### src/rtl/mc_ctrl_fsm.sv
// Multicycle MIPS control FSM: drives register-file addresses/write enable and datapath strobes.
// Latency: J/BEQ 3 cycles, R-type/SW 4, LW 5, plus one cycle per mem_ready=0 in FETCH/MEMRD/MEMWR.
// Backpressure: mem_ready low holds FETCH, MEMRD and MEMWR; it is ignored in every other state.
// Optional feature: define MC_IMM_ALU_EN to execute ADDI through IEXEC/IWB.
module mc_ctrl_fsm #(
    parameter logic [5:0] OP_RTYPE = 6'h00,
    parameter logic [5:0] OP_LW    = 6'h23,
    parameter logic [5:0] OP_SW    = 6'h2B,
    parameter logic [5:0] OP_BEQ   = 6'h04,
    parameter logic [5:0] OP_J     = 6'h02,
    parameter logic [5:0] OP_ADDI  = 6'h08
) (
    input  logic        clk,
    input  logic        rst_n,
    input  logic [31:0] instr,
    input  logic        mem_ready,
    output logic [4:0]  readRegA,
    output logic [4:0]  readRegB,
    output logic [4:0]  writeReg,
    output logic        RegWrite,
    output logic        RegDst,
    output logic        MemtoReg,
    output logic        IorD,
    output logic        ALUSrcA,
    output logic [1:0]  ALUSrcB,
    output logic [1:0]  ALUOp,
    output logic [1:0]  PCSource,
    output logic        MemRead,
    output logic        MemWrite,
    output logic        IRWrite,
    output logic        PCWrite,
    output logic        PCWriteCond,
    output logic        illegal_op,
    output logic [3:0]  state
);

    typedef enum logic [3:0] {
        S_FETCH  = 4'd0,
        S_DECODE = 4'd1,
        S_MEMADR = 4'd2,
        S_MEMRD  = 4'd3,
        S_MEMWB  = 4'd4,
        S_MEMWR  = 4'd5,
        S_EXEC   = 4'd6,
        S_ALUWB  = 4'd7,
        S_BRANCH = 4'd8,
        S_JUMP   = 4'd9,
        S_IEXEC  = 4'd10,
        S_IWB    = 4'd11
    } state_t;

    // Moore part of the control word, registered alongside the state.
    // fetch/jump_wr/wb are raw enables that get qualified combinationally below.
    typedef struct packed {
        logic       reg_dst;
        logic       mem_to_reg;
        logic       iord;
        logic       alu_src_a;
        logic [1:0] alu_src_b;
        logic [1:0] alu_op;
        logic [1:0] pc_source;
        logic       mem_read;
        logic       mem_write;
        logic       pc_write_cond;
        logic       jump_wr;
        logic       fetch;
        logic       wb;
    } ctl_t;

`ifdef MC_IMM_ALU_EN
    localparam bit IMM_EN = 1'b1;
`else
    localparam bit IMM_EN = 1'b0;
`endif

    state_t      r_state;
    ctl_t        r_ctl;
    logic [5:0]  w_op;
    logic        w_unused;

    assign w_op     = instr[31:26];
    assign w_unused = &{1'b0, instr[10:0]};

    function automatic logic op_legal(input logic [5:0] op);
        return (op == OP_RTYPE) || (op == OP_LW) || (op == OP_SW) ||
               (op == OP_BEQ) || (op == OP_J) || (IMM_EN && (op == OP_ADDI));
    endfunction

    function automatic state_t next_state(input state_t s, input logic [5:0] op, input logic rdy);
        state_t n;
        n = S_FETCH;
        case (s)
            S_FETCH:  n = rdy ? S_DECODE : S_FETCH;
            S_DECODE: begin
                if (op == OP_LW || op == OP_SW) n = S_MEMADR;
                else if (op == OP_RTYPE)        n = S_EXEC;
                else if (op == OP_BEQ)          n = S_BRANCH;
                else if (op == OP_J)            n = S_JUMP;
`ifdef MC_IMM_ALU_EN
                else if (op == OP_ADDI)         n = S_IEXEC;
`endif
                else                            n = S_FETCH;
            end
            S_MEMADR: n = (op == OP_LW) ? S_MEMRD : S_MEMWR;
            S_MEMRD:  n = rdy ? S_MEMWB : S_MEMRD;
            S_MEMWR:  n = rdy ? S_FETCH : S_MEMWR;
            S_EXEC:   n = S_ALUWB;
`ifdef MC_IMM_ALU_EN
            S_IEXEC:  n = S_IWB;
`endif
            default:  n = S_FETCH;
        endcase
        return n;
    endfunction

    function automatic ctl_t decode(input state_t s);
        ctl_t c;
        c = '0;
        case (s)
            S_FETCH:  begin c.mem_read = 1'b1; c.alu_src_b = 2'b01; c.fetch = 1'b1; end
            S_DECODE: c.alu_src_b = 2'b11;
            S_MEMADR: begin c.alu_src_a = 1'b1; c.alu_src_b = 2'b10; end
            S_MEMRD:  begin c.mem_read = 1'b1; c.iord = 1'b1; end
            S_MEMWB:  begin c.mem_to_reg = 1'b1; c.wb = 1'b1; end
            S_MEMWR:  begin c.mem_write = 1'b1; c.iord = 1'b1; end
            S_EXEC:   begin c.alu_src_a = 1'b1; c.alu_op = 2'b10; end
            S_ALUWB:  begin c.reg_dst = 1'b1; c.wb = 1'b1; end
            S_BRANCH: begin
                c.alu_src_a = 1'b1; c.alu_op = 2'b01;
                c.pc_write_cond = 1'b1; c.pc_source = 2'b01;
            end
            S_JUMP:   begin c.jump_wr = 1'b1; c.pc_source = 2'b10; end
`ifdef MC_IMM_ALU_EN
            S_IEXEC:  begin c.alu_src_a = 1'b1; c.alu_src_b = 2'b10; end
            S_IWB:    c.wb = 1'b1;
`endif
            default:  c = '0;
        endcase
        return c;
    endfunction

    // State and its decoded control word advance together, so outputs are registered Moore values.
    always_ff @(posedge clk or negedge rst_n) begin
        if (!rst_n) begin
            r_state <= S_FETCH;
            r_ctl   <= decode(S_FETCH);
        end else begin
            r_state <= next_state(r_state, w_op, mem_ready);
            r_ctl   <= decode(next_state(r_state, w_op, mem_ready));
        end
    end

    assign state       = r_state;
    assign readRegA    = instr[25:21];
    assign readRegB    = instr[20:16];
    assign writeReg    = r_ctl.reg_dst ? instr[15:11] : instr[20:16];

    assign RegDst      = r_ctl.reg_dst;
    assign MemtoReg    = r_ctl.mem_to_reg;
    assign IorD        = r_ctl.iord;
    assign ALUSrcA     = r_ctl.alu_src_a;
    assign ALUSrcB     = r_ctl.alu_src_b;
    assign ALUOp       = r_ctl.alu_op;
    assign PCSource    = r_ctl.pc_source;
    assign MemRead     = r_ctl.mem_read;

    // Side-effecting strobes are gated by rst_n so nothing commits while reset is held;
    // RegWrite additionally never targets r0.
    assign RegWrite    = rst_n & r_ctl.wb & (writeReg != 5'd0);
    assign MemWrite    = rst_n & r_ctl.mem_write;
    assign IRWrite     = rst_n & r_ctl.fetch & mem_ready;
    assign PCWrite     = rst_n & (r_ctl.jump_wr | (r_ctl.fetch & mem_ready));
    assign PCWriteCond = rst_n & r_ctl.pc_write_cond;
    assign illegal_op  = rst_n & (r_state == S_DECODE) & ~op_legal(w_op);

endmodule
### config.mk
export PLATFORM = sky130hd
export DESIGN_NAME = mc_ctrl_fsm
export DESIGN_NICKNAME = d
export VERILOG_FILES = /design/src/rtl/mc_ctrl_fsm.sv
export SDC_FILE = /design/constraint.sdc
export NUM_CORES = 1
export LEC_CHECK = 0
export BUFFER_PORTS_ARGS = -buffer_cell sky130_fd_sc_hd__buf_2
export CELL_PAD_IN_SITES_DETAIL_PLACEMENT = 1
export CELL_PAD_IN_SITES_GLOBAL_PLACEMENT = 2
export CORE_UTILIZATION = 24
export DETAILED_ROUTE_END_ITERATION = 8
export PLACE_DENSITY_LB_ADDON = 0.1
export REMOVE_ABC_BUFFERS = 1
export SYNTH_ARGS = -nofsm -noshare
export SYNTH_HDL_FRONTEND = slang
export SYNTH_SLANG_ARGS = --single-unit
### constraint.sdc
create_clock -name clk -period 2.2 [get_ports clk]
set_input_delay 0.11 -clock clk [delete_from_list [all_inputs] [get_ports clk]]
set_output_delay 0.11 -clock clk [all_outputs]
set_load 0.03 [all_outputs]
==> flow_summary.json <==
{
  "status": "complete, but fails checks",
  "violations": "design-rule violations",
  "r2r_setup_slack_ns": 0.38,
  "route.detailed.drc": 8,
  "setup-tns-final_ns": 0,
  "final_cell_mix": "49 x buf_2, 16 x dfrtp_1, 6 x nor2_1, 6 x inv_1",
  "cts_made_buffers": 3,
  "clk_pin_slew_ns": 0.08,
  "drive_gt1_frac": 0.511,
  "critical_path_class": "reg -> out",
  "use_met1": 0.128,
  "cpPeakStageDelay_ns": 0.46,
  "yosysUniqueCellTypes": 40,
  "dieArea_um2": 5090,
  "final_antenna_net_count": 0,
  "ys_seq_area_frac": 0.415,
  "hold_path_depth": 2,
  "worstPathRequired_ns": 2.09,
  "coreArea_um2": 4470,
  "globalRouteMet2Util": 0.193,
  "vdd_drop_max_uv": 170,
  "r2r-end": "IorD",
  "hold_end": "MemtoReg",
  "vias": 922,
  "clock_path_buffers": 2,
  "syn_area_per_cell_um2": 11.0,
  "synth_top_area_share": 0.347,
  "ys_ff_latch": 19,
  "power_switching_uw": 253,
  "fp-row-count": 24,
  "use_met3": 0.0352,
  "gp_congestion": 0.679,
  "startpoint_type": "flop",
  "firstDrtPassIters": 5,
  "cp.arrival_ns": 1.93,
  "tritoncts": "built",
  "worstHoldStart": "mem_ready",
  "async_reset_ff_frac": 1.00,
  "period_needed_ns": 2.04,
  "fin_nets": 177,
  "wl_per_cell_um": 14.5,
  "p_clk_frac": 0.313,
  "post-route-period-util": 0.927,
  "antenna_found_initial": 0,
  "skew_ns": 0.00930,
  "grtUsageTotal": 0.113,
  "diodes": 0,
  "hp-class": "in -> reg",
  "via_per_inst": 4.78,
  "yosysWarnings": 0,
  "power.leakage_nw": 0.698,
  "r2r_cells": 4,
  "die_w_um": 71.4,
  "intPower_uw": 556,
  "cp-end-kind": "output pin",
  "synth_cells": 105,
  "setup_viol": 0,
  "initial_core_util": 0.258,
  "maxCapViolCount": 0,
  "die_h_um": 71.4,
  "cts_root_buffer": "clkbuf_8",
  "clkLatencyLatePin_ns": 0.26,
  "hpwl_um": 2200,
  "hold_viol_final": 0,
  "hold-worst-slack_ns": 0.191,
  "critical_path.top_delay_family": "flip-flops",
  "worstMarginPinSlew_ns": 0.485,
  "drtIter0Drc": 21,
  "timing.rr.start": "state[0]",
  "drv_slew": 0,
  "yosys.area.top_type": "dfrtp_1",
  "ios": 71,
  "ctsHtreeMaxLevel": 1,
  "synth_flop_cell": "dfrtp_1",
  "combPwrFrac": 0.214,
  "grt_setup_unrepaired": "false",
  "io_buffers": 49,
  "power_density_nw_per_um2": 586,
  "areaGrowthSynthToFinish_pct": 19.4,
  "cts_setup_buffers": 0,
  "synth_edf_count": 0,
  "syn_area_um2": 1150,
  "wl_um": 2800,
  "power_frac_seq": 0.473,
  "grt_overflow": 0,
  "critPathMaxFanout": 6,
  "grt_pass1_vias": 896,
  "slew_headroom": 0.674,
  "cts_resized": 0,
  "ctsHoldBuffers": 1,
  "final_common_cell": "buf_2",
  "grt-busiest-layer": "met2",
  "swShare": 0.313,
  "cp_slowest_cell": "dfrtp_1",
  "synth.area.top_cells": "dfrtp_1 35%, buf_4 11%, dfstp_2 6.8%, mux2_2 4.9%, nor4b_4 4.1%",
  "grt_max_degree": 15,
  "crit_chain": "mux2_2 > or3_1 > o311a_1 > buf_2",
  "clock.fmax_mhz": 490,
  "critPathBufInv": 1,
  "cts_sinks": 19,
  "grt_first_pass_wirelength_um": 4360
}
through the flow:
stage	instances	util	total power [mW]	setup WS, ns	instance area [um2]
global placement	188	0.296	0.562	0.319	1320
global route	193	0.308	0.845	0.0675	1380
detailed placement	188	0.296	0.565	0.322	1320
floorplan	86	-	0.482	0.185	1000
finish	193	0.308	0.808	0.160	1380
CTS	193	0.308	0.820	0.135	1380
Yosys cell counts, types with 2 or more instances:
cell and n:
nor3_1 3, dfstp_2 3, nand4_1 2, and3_1 3
nand2_1 5, o21a_1 3, nor2_1 6, buf_6 2
inv_1 6, nor4b_4 2, dfrtp_1 16, nand2b_1 2
buf_4 17, mux2_2 5, nor4_1 2, o311ai_2 2
nand4b_1 2, and2_1 2
final cells by class:
cell class,count,area [um2]
Timing Repair Buffer,51,263
Clock buffer,3,41.3
Sequential cell,19,479
Clock inverter,1,5.00
Tap cell,52,65.1
Multi-Input combinational cell,61,503
Fill cell,532,3100
Inverter,6,22.5
power groups by stage:
stage	clock network, mW	registers (mW)	logic, mW
3_3_place_gp	0	0.389	0.173
5_1_grt	0.272	0.386	0.187
2_1_floorplan	0	0.409	0.0728
4_1_cts	0.260	0.383	0.177
6_report	0.253	0.383	0.173
3_5_place_dp	0	0.390	0.175
sequential cells by signal (all words and copies together) (netlist names):
register / count
ALUOp: 2
ALUSrcA: 1
ALUSrcB: 2
IorD: 1
MemRead: 1
MemtoReg: 1
PCSource: 1
RegDst: 1
r_ctl: 5
state: 4
per-layer routing:
layer,share of wire,vias to the layer above
li1,-,439
met1,0.40,430
met2,0.49,49
met3,0.093,4
met4,0.019,0
met5,0,-
worst max path at each step:
stage                         from    endpoint  slack (ns)  cells after the start
final                       RegDst    RegWrite        0.16                      4
after CTS                   RegDst    RegWrite        0.13                      4
after detailed placement  state[0]        IorD        0.32                      4
after global routing        RegDst    RegWrite        0.07                      4
after global placement    state[0]        IorD        0.32                      4
after floorplan           state[0]  illegal_op        0.18                      3
logic make-up after synthesis:
logic type             count (synthesis)  synth area share
XOR/XNOR                               1           0.00759
AO/OA/AOI/OAI                         17             0.153
AND/OR/NAND/NOR                       38             0.226
buffers and inverters                 25             0.150
multiplexers                           5            0.0488
flip-flops                            19             0.415
worst register-to-register path, delay by kind of cell (launching register included):
| kind | cells | cell delay (ns) |
|---|---|---|
| compound gates | 2 | 0.48 |
| flops | 1 | 0.60 |
| simple gates | 2 | 0.65 |
(Power assumes the default switching activity.)
